File: src/rtl/vga_up_dxdy_if.sv
`default_nettype none
// ============================================================================
// Module   : vga_up_dxdy_if
// Purpose  : Output beat stream of the 960x540 -> 1280x720 coordinate and
//            bilinear-coefficient generator (valid/ready handshake).
// Signals  : out_vld/out_rdy handshake; src_x/src_y integer source pixel;
//            dx/dy 5-bit fractions and their product dxy; x_edge/y_edge
//            last source column/row; out_eol/out_eof line/frame markers.
// Revision : 1.0 - initial release
// ============================================================================
interface vga_up_dxdy_if;
  logic        out_vld;
  logic        out_rdy;
  logic [10:0] src_x;
  logic [9:0]  src_y;
  logic [4:0]  dx;
  logic [4:0]  dy;
  logic [9:0]  dxy;
  logic        x_edge;
  logic        y_edge;
  logic        out_eol;
  logic        out_eof;

  // Generator side drives the beat and samples ready.
  modport master (
    output out_vld, src_x, src_y, dx, dy, dxy, x_edge, y_edge, out_eol, out_eof,
    input  out_rdy
  );

  // Consumer side (frame-buffer reader / interpolator).
  modport slave (
    input  out_vld, src_x, src_y, dx, dy, dxy, x_edge, y_edge, out_eol, out_eof,
    output out_rdy
  );
endinterface
`default_nettype wire

File: src/rtl/vga_up_dxdy.sv
`default_nettype none
// ============================================================================
// Module   : vga_up_dxdy
// Purpose  : Per-destination-pixel source coordinate and bilinear weight
//            generator for the 960x540 -> 1280x720 upscale. Emits one beat
//            per destination pixel in raster order over a valid/ready stream.
// Ports    : clk          system clock
//            rst          asynchronous, active-high reset
//            start_i      frame start pulse (ignored unless idle)
//            busy_o       high while a frame is being generated
//            frame_done_o one-cycle pulse after the last beat transfers
//            out_if       beat stream (vga_up_dxdy_if.master)
// Revision : 1.0 - initial release
// ============================================================================
module vga_up_dxdy #(
  parameter int DST_W  = 1280,
  parameter int DST_H  = 720,
  parameter int SRC_W  = 960,
  parameter int SRC_H  = 540,
  parameter int STEP_X = (32 * SRC_W) / DST_W,
  parameter int STEP_Y = (32 * SRC_H) / DST_H
) (
  input  wire logic          clk,
  input  wire logic          rst,
  input  wire logic          start_i,
  output logic               busy_o,
  output logic               frame_done_o,
  vga_up_dxdy_if.master      out_if
);

  // Pixel centres are aligned: s = STEP*dst + STEP/2 - 16 (1/32 units).
  localparam logic signed [15:0] c_ACC_X0  = 16'(STEP_X / 2 - 16);
  localparam logic signed [15:0] c_ACC_Y0  = 16'(STEP_Y / 2 - 16);
  localparam logic signed [15:0] c_STEP_X  = 16'(STEP_X);
  localparam logic signed [15:0] c_STEP_Y  = 16'(STEP_Y);
  localparam logic [10:0]        c_LAST_X  = 11'(DST_W - 1);
  localparam logic [9:0]         c_LAST_Y  = 10'(DST_H - 1);
  localparam logic [10:0]        c_EDGE_X  = 11'(SRC_W - 1);
  localparam logic [9:0]         c_EDGE_Y  = 10'(SRC_H - 1);

  typedef enum logic [1:0] {
    S_IDLE = 2'd0,
    S_RUN  = 2'd1,
    S_DONE = 2'd2
  } state_t;

  state_t             state_q, state_d;
  logic [10:0]        dst_x_q, dst_x_d;
  logic [9:0]         dst_y_q, dst_y_d;
  logic signed [15:0] acc_x_q, acc_x_d;
  logic signed [15:0] acc_y_q, acc_y_d;

  // Registered beat fields (the values currently presented downstream).
  logic               vld_q,    vld_d;
  logic [10:0]        src_x_q,  src_x_d;
  logic [9:0]         src_y_q,  src_y_d;
  logic [4:0]         dx_q,     dx_d;
  logic [4:0]         dy_q,     dy_d;
  logic [9:0]         dxy_q,    dxy_d;
  logic               x_edge_q, x_edge_d;
  logic               y_edge_q, y_edge_d;
  logic               eol_q,    eol_d;
  logic               eof_q,    eof_d;

  logic               w_fire;
  logic               w_load;   // register a fresh beat from the *_d position
  logic               w_clear;  // frame finished: drop valid, zero the fields
  logic               w_x_neg;
  logic               w_y_neg;
  logic [10:0]        w_src_x;
  logic [9:0]         w_src_y;
  logic [4:0]         w_dx;
  logic [4:0]         w_dy;

  assign w_fire = vld_q & out_if.out_rdy;

  // --------------------------------------------------------------------------
  // Next-state, destination counters and source accumulators.
  // The accumulators track the position of the beat being presented, so
  // they only move on a transfer; a stall leaves everything untouched.
  // --------------------------------------------------------------------------
  always_comb begin
    state_d = state_q;
    dst_x_d = dst_x_q;
    dst_y_d = dst_y_q;
    acc_x_d = acc_x_q;
    acc_y_d = acc_y_q;
    w_load  = 1'b0;
    w_clear = 1'b0;
    case (state_q)
      S_IDLE: begin
        if (start_i) begin
          state_d = S_RUN;
          dst_x_d = '0;
          dst_y_d = '0;
          acc_x_d = c_ACC_X0;
          acc_y_d = c_ACC_Y0;
          w_load  = 1'b1;
        end
      end
      S_RUN: begin
        if (w_fire) begin
          if (eof_q) begin
            state_d = S_DONE;
            w_clear = 1'b1;
          end else if (eol_q) begin
            dst_x_d = '0;
            dst_y_d = dst_y_q + 10'd1;
            acc_x_d = c_ACC_X0;
            acc_y_d = acc_y_q + c_STEP_Y;
            w_load  = 1'b1;
          end else begin
            dst_x_d = dst_x_q + 11'd1;
            acc_x_d = acc_x_q + c_STEP_X;
            w_load  = 1'b1;
          end
        end
      end
      S_DONE: begin
        // Single pulse cycle; a start seen here is deliberately dropped.
        state_d = S_IDLE;
      end
      default: begin
        state_d = S_IDLE;
      end
    endcase
  end

  // Negative positions (first pixel/line only) clamp to integer 0, fraction 0.
  assign w_x_neg = acc_x_d[15];
  assign w_y_neg = acc_y_d[15];
  assign w_src_x = w_x_neg ? 11'd0 : acc_x_d[15:5];
  assign w_src_y = w_y_neg ? 10'd0 : acc_y_d[14:5];
  assign w_dx    = w_x_neg ? 5'd0  : acc_x_d[4:0];
  assign w_dy    = w_y_neg ? 5'd0  : acc_y_d[4:0];

  // --------------------------------------------------------------------------
  // Beat register inputs. dxy is formed from the next-beat fractions so the
  // product lands in the same register stage as dx/dy.
  // --------------------------------------------------------------------------
  always_comb begin
    vld_d    = vld_q;
    src_x_d  = src_x_q;
    src_y_d  = src_y_q;
    dx_d     = dx_q;
    dy_d     = dy_q;
    dxy_d    = dxy_q;
    x_edge_d = x_edge_q;
    y_edge_d = y_edge_q;
    eol_d    = eol_q;
    eof_d    = eof_q;
    if (w_load) begin
      vld_d    = 1'b1;
      src_x_d  = w_src_x;
      src_y_d  = w_src_y;
      dx_d     = w_dx;
      dy_d     = w_dy;
      dxy_d    = {5'd0, w_dx} * {5'd0, w_dy};
      x_edge_d = (w_src_x == c_EDGE_X);
      y_edge_d = (w_src_y == c_EDGE_Y);
      eol_d    = (dst_x_d == c_LAST_X);
      eof_d    = (dst_x_d == c_LAST_X) && (dst_y_d == c_LAST_Y);
    end else if (w_clear) begin
      vld_d    = 1'b0;
      src_x_d  = '0;
      src_y_d  = '0;
      dx_d     = '0;
      dy_d     = '0;
      dxy_d    = '0;
      x_edge_d = 1'b0;
      y_edge_d = 1'b0;
      eol_d    = 1'b0;
      eof_d    = 1'b0;
    end
  end

  always_ff @(posedge clk or posedge rst) begin
    if (rst) begin
      state_q  <= S_IDLE;
      dst_x_q  <= '0;
      dst_y_q  <= '0;
      acc_x_q  <= '0;
      acc_y_q  <= '0;
      vld_q    <= 1'b0;
      src_x_q  <= '0;
      src_y_q  <= '0;
      dx_q     <= '0;
      dy_q     <= '0;
      dxy_q    <= '0;
      x_edge_q <= 1'b0;
      y_edge_q <= 1'b0;
      eol_q    <= 1'b0;
      eof_q    <= 1'b0;
    end else begin
      state_q  <= state_d;
      dst_x_q  <= dst_x_d;
      dst_y_q  <= dst_y_d;
      acc_x_q  <= acc_x_d;
      acc_y_q  <= acc_y_d;
      vld_q    <= vld_d;
      src_x_q  <= src_x_d;
      src_y_q  <= src_y_d;
      dx_q     <= dx_d;
      dy_q     <= dy_d;
      dxy_q    <= dxy_d;
      x_edge_q <= x_edge_d;
      y_edge_q <= y_edge_d;
      eol_q    <= eol_d;
      eof_q    <= eof_d;
    end
  end

  assign busy_o         = (state_q == S_RUN);
  assign frame_done_o   = (state_q == S_DONE);

  assign out_if.out_vld = vld_q;
  assign out_if.src_x   = src_x_q;
  assign out_if.src_y   = src_y_q;
  assign out_if.dx      = dx_q;
  assign out_if.dy      = dy_q;
  assign out_if.dxy     = dxy_q;
  assign out_if.x_edge  = x_edge_q;
  assign out_if.y_edge  = y_edge_q;
  assign out_if.out_eol = eol_q;
  assign out_if.out_eof = eof_q;

endmodule
`default_nettype wire

File: src/flat_wrapper.sv
// flat-port wrapper written by rule: the top's interface ports become plain ports
module vga_up_dxdy_flat 
#(
  parameter int DST_W  = 1280,
  parameter int DST_H  = 720,
  parameter int SRC_W  = 960,
  parameter int SRC_H  = 540,
  parameter int STEP_X = (32 * SRC_W) / DST_W,
  parameter int STEP_Y = (32 * SRC_H) / DST_H
)
  (clk, rst, start_i, busy_o, frame_done_o, out_if_out_vld, out_if_src_x, out_if_src_y, out_if_dx, out_if_dy, out_if_dxy, out_if_x_edge, out_if_y_edge, out_if_out_eol, out_if_out_eof, out_if_out_rdy);
  vga_up_dxdy_if out_if_i ();
  input  wire logic clk;
  input  wire logic rst;
  input  wire logic start_i;
  output logic busy_o;
  output logic frame_done_o;
  output wire logic [$bits(out_if_i.out_vld)-1:0] out_if_out_vld;
  output wire logic [$bits(out_if_i.src_x)-1:0] out_if_src_x;
  output wire logic [$bits(out_if_i.src_y)-1:0] out_if_src_y;
  output wire logic [$bits(out_if_i.dx)-1:0] out_if_dx;
  output wire logic [$bits(out_if_i.dy)-1:0] out_if_dy;
  output wire logic [$bits(out_if_i.dxy)-1:0] out_if_dxy;
  output wire logic [$bits(out_if_i.x_edge)-1:0] out_if_x_edge;
  output wire logic [$bits(out_if_i.y_edge)-1:0] out_if_y_edge;
  output wire logic [$bits(out_if_i.out_eol)-1:0] out_if_out_eol;
  output wire logic [$bits(out_if_i.out_eof)-1:0] out_if_out_eof;
  input wire logic [$bits(out_if_i.out_rdy)-1:0] out_if_out_rdy;
  assign out_if_out_vld = out_if_i.out_vld;
  assign out_if_src_x = out_if_i.src_x;
  assign out_if_src_y = out_if_i.src_y;
  assign out_if_dx = out_if_i.dx;
  assign out_if_dy = out_if_i.dy;
  assign out_if_dxy = out_if_i.dxy;
  assign out_if_x_edge = out_if_i.x_edge;
  assign out_if_y_edge = out_if_i.y_edge;
  assign out_if_out_eol = out_if_i.out_eol;
  assign out_if_out_eof = out_if_i.out_eof;
  assign out_if_i.out_rdy = out_if_out_rdy;
  vga_up_dxdy #(.DST_W(DST_W), .DST_H(DST_H), .SRC_W(SRC_W), .SRC_H(SRC_H), .STEP_X(STEP_X), .STEP_Y(STEP_Y)) u_core (.clk(clk), .rst(rst), .start_i(start_i), .busy_o(busy_o), .frame_done_o(frame_done_o), .out_if(out_if_i));
endmodule
File: config.mk
export PLATFORM = sky130hd
export DESIGN_NAME = vga_up_dxdy_flat
export DESIGN_NICKNAME = d
export VERILOG_FILES = /design/src/rtl/vga_up_dxdy_if.sv /design/src/rtl/vga_up_dxdy.sv /design/src/flat_wrapper.sv
export SDC_FILE = /design/constraint.sdc
export NUM_CORES = 1
export LEC_CHECK = 0
export CORE_ASPECT_RATIO = 1.2
export CORE_UTILIZATION = 55
export CTS_BUF_LIST = sky130_fd_sc_hd__clkbuf_4
export CTS_CLUSTER_DIAMETER = 80
export DETAILED_ROUTE_END_ITERATION = 12
export GPL_TIMING_DRIVEN = 0
export PLACE_DENSITY = 0.77
export SYNTH_ARGS = -nofsm -noshare
export SYNTH_HDL_FRONTEND = slang
export SYNTH_SLANG_ARGS = --single-unit
File: constraint.sdc
create_clock -name clk -period 14.27 [get_ports clk]
set_input_delay 4.281 -clock clk [delete_from_list [all_inputs] [get_ports clk]]
set_output_delay 4.281 -clock clk [all_outputs]
set_load 0.03 [all_outputs]
==> results.md, run 1 <==
- Library cells used by synthesis: 79
- Largest net degree at the start of global routing: 69
- Post-route setup slack: 5030 ps
- Clk_lat worst skew: 480 ps
- PD cells: 105 mW/mm2
- Post-synthesis sequential element count: 100
- GRT overflow: 0
- Post-DP Area: 0.00633 mm2
- Crit Reg-Reg Startpoint: u_core.acc_x_q[3]
- Register share of total power: 50.1%
- Hold depth: 1
- # port buffers: 49
- Vias per std cell: 6.22
- Top area cells in the synthesized netlist: dfrtp_1 (44%), ha_1 (4.9%), o21ai_0 (3.9%)
- Gpl congestion: 0.879
- Post-route ant nets: 0
- Post-synth EDFFs: 0
- Hold-fix buffers at CTS: 0
- DR iter-0 viols: 302
- Int Power: 453 uW
- CP Class: input port to flop
- TritonCTS clock tree: done
- GR met2 Demand/Resource: 44.0%
- M1 GR Usage: 34.4%
- Initial core utilization: 56.5%
- Slew margin rel.: 46.4%
- Worst-path clk slew: 170 ps
- Row count: 40
- Tcrit/Tclk final: 64.7%
- Final setup viols: 0
- Final Total Pwr: 685 uW
- Nets@finish: 673
- Core area: 0.0100 mm2
- Slew Limit Fails: 0
- Vias in the first global route: 4,610
- Slew of the pin with the lowest slew margin: 801 ps
- H-tree lvl count: 3
- RSZ-0062 raised after global routing: false
- Most used cell, CP: fa_1
- Area growth from synthesis to layout: 15.0%
- Crit path capture type: flop
- 1st-pass router iterations: 5
- Fmax: 108 MHz
- Final hold slack: 498 ps
- Post_cts resized: 0
- Layout Skew: 18.8 ps
- WL final: 13,600 um
- Share of the synthesized area in the top cell type: 44.3%
- Yosys Warn Count: 0
- Combinational Power Share: 23.9%
- Post-synth top flop: dfrtp_1
- Clock group share of total power: 26.0%
- Most used routing layer: met2
- Mapped Cells: 577
- CP max stage cell: nor3b_2
- CP max FO: 10
- WP data arrival: 9590 ps
- Met3 Use GR: 3.90%
- Synthesized net count: 612
- Num ports: 52
- Wire per inst: 17.7 um
- Area leader, netlist: dfrtp_1
- Switching Share: 33.9%
- Final Critical Period: 9240 ps
- Die Ht: 113 um
- Register Area: 0.00250 mm2
- Buffer and inverter count on the worst path: 2
- Critical Path Start Type: input port
- Leakage: 2.96 nW
- Share of layout cells above drive strength 1: 8.86%
- Multi-input logic area: 0.00287 mm2
- Final TNS setup: 0 ps
- Total Die Area: 0.0107 mm2
- Status: finished clean
- Total GRT Usage: 26.9%
- Crit-path max cell delay: 690 ps
- # DRC: 0
- Postcts setup bufs: 0
- Sequential cell area fraction in the yosys report: 44.3%
- Worst reg2reg endpoint: u_core.out_if.dxy[9]
- Leading cell type in the layout, fill and taps excluded: dfrtp_1
- CP delay by family, top: adder cells
- Initial antenna violation count: 0
- Most frequent cells in the layout: dfrtp_1 (100), nand2_1 (54), clkdlybuf4s50_1 (49)
- Mapped Area: 0.00565 mm2
- Worst reg2reg setup slack: 8240 ps
- Cells along the critical path: clkdlybuf4s50_1, nor3b_2, a21oi_2, a21oi_1, nand3_1, or2_1, fa_1, fa_1, fa_1, inv_1, ha_1, a21oi_1, o21bai_1, a21o_1, a2111oi_0, a211oi_1
- Global-route wire length before repair: 22,200 um
- Via count: 4,787
- Cts bufs inserted: 9
- Max_cap viols: 0
- Setup WS pre-CTS: 4590 ps
- Final HPWL DP: 9750 um
- CTS root buf: clkbuf_4
- Design area: 0.00650 mm2
- Clk buf depth: 2
- # diodes: 0
- Fillers: 828
- Min-Delay Endpoint: u_core.acc_x_q[2]
- Mapped Avg Cell Area: 9.80 um2
- Die extent in x: 94.5 um
- FF-to-FF path depth: 19
- Worst Hold Class: flop to flop
- Worst EP required: 14,620 ps
- HP Start: u_core.acc_x_q[2]
- Maximum vdd drop: 0.0574 mV
- Ys async rst share: 100%
- CTS Sinks: 100
- NetSw: 232 uW
- Final Hold Fails: 0
[worst max-delay path by stage]
stage / startpoint / endpoint / slack, ps / cells past startpoint
floorplan: out_if_out_rdy / u_core.out_if.dxy[9] / 5380 / 19
global placement: start_i / u_core.out_if.dxy[9] / 4650 / 16
detailed placement: start_i / u_core.out_if.dxy[9] / 4590 / 16
CTS: start_i / u_core.out_if.dxy[9] / 5080 / 16
global route: start_i / u_core.out_if.dxy[9] / 4780 / 16
finish: start_i / u_core.out_if.dxy[9] / 5030 / 16
[synth_stat cells, types with 2 or more instances]
cell        n
o21bai_1    2
o21a_1      3
mux2i_1     6
nand4b_4    3
nand4b_1    3
a211oi_1    2
a22o_1     14
xnor2_1     7
nor2b_1     4
a41oi_1     5
or2_1      10
a311oi_1    2
buf_6       2
xor2_1      7
o21ai_0    44
nor2_1     35
nand2b_1    5
inv_1      27
and3_1      5
and4b_1     3
nand3b_1    4
o31ai_1     5
ha_1       22
and4_1      5
and2_1      9
nand4_1    15
fa_1        9
or3_1       3
a32o_1      3
or2_2       2
clkbuf_1   11
nand3_1    33
a21oi_1    19
buf_4       3
nor4_1      5
buf_1       4
a31oi_1    15
nor3_1      7
nand2_1    54
dfrtp_1   100
a21o_1      9
buf_2      14
[layout make-up]
| class | instances | area share [%] |
|---|---|---|
| clock inverter | 6 | 1.44 |
| timing repair buffer | 50 | 7.97 |
| multi-input combinational | 415 | 44.2 |
| tap | 126 | 2.43 |
| sequential | 100 | 38.5 |
| buffer | 34 | 2.64 |
| clock buffer | 10 | 1.15 |
| inverter | 28 | 1.66 |
[power by group through the flow]
stage	Sequential, mW	Combinational (mW)	Clock (mW)
floorplan	0.362	0.0945	0
global placement	0.346	0.157	0
detailed placement	0.347	0.163	0
CTS	0.342	0.163	0.179
global route	0.347	0.180	0.191
finish	0.343	0.164	0.178
[flip-flops by register name, indices dropped and copies added, names as in the netlist]
register / cells
u_core.acc_x_q: 16
u_core.acc_y_q: 16
u_core.dst_x_q: 11
u_core.dst_y_q: 10
u_core.out_if.dxy: 10
u_core.out_if.src_x: 10
u_core.out_if.src_y: 10
u_core.out_if.dx: 5
u_core.out_if.dy: 5
u_core.state_q: 2
u_core.out_if.out_eof: 1
u_core.out_if.out_eol: 1
u_core.out_if.out_vld: 1
u_core.out_if.x_edge: 1
u_core.out_if.y_edge: 1
[worst reg2reg max path, stage by stage, from the launching register on]
cell	delay, ps
dfrtp_1	460
inv_1	60
ha_1	200
nor2b_1	120
clkbuf_1	300
nor4bb_1	450
nand3_1	150
xor2_1	500
nand3_1	340
or2_1	320
fa_1	480
fa_1	520
fa_1	550
inv_1	50
ha_1	320
a21oi_1	220
o21bai_1	100
a21o_1	220
a2111oi_0	450
a211oi_1	100
[metal layers]
metal / vias up / routed length (um)
li1: 2213 / -
met1: 2350 / 5740
met2: 179 / 6650
met3: 45 / 686
met4: 0 / 510
met5: - / 0
[cells by family (layout without fill, tap and decap cells)]
family,Yosys count,in the layout,synth area share [%]
AOI/OAI and AO/OA,141,141,16.7
buffers and inverters,62,128,4.89
DFF,100,100,44.3
and+or+nand+nor,219,219,22.0
adders and majority gates,31,31,8.06
other,1,1,0.0663
muxes,8,8,1.51
xor gates and xnor gates,15,15,2.46
[metrics by stage]
| stage | instances | utilization, % |
|---|---|---|
| after floorplan | 577 | - |
| after global routing | 769 | 64.9 |
| final | 769 | 64.9 |
| after detailed placement | 753 | 63.2 |
| after global placement | 752 | 62.9 |
| after CTS | 769 | 64.9 |
No activity file was read; power rests on OpenSTA's default activity.
==> run 2, diff against run 1 <==
==> constraint.sdc (replaced) <==
create_clock -name clk -period 8.6 [get_ports clk]
set_input_delay 2.58 -clock clk [delete_from_list [all_inputs] [get_ports clk]]
set_output_delay 2.58 -clock clk [all_outputs]
set_load 0.03 [all_outputs]
==> results of run 2 <==
The final DEF is identical to that of run 1. Status: finished clean.
Main changes from that run: setup slack after placement 4590 ps -> 622 ps; setup slack after layout 5030 ps -> 1060 ps; register-to-register setup slack 8240 ps -> 2570 ps; total power 0.685 mW -> 1.14 mW; worst IR drop on VDD 0.0574 mV -> 0.0953 mV
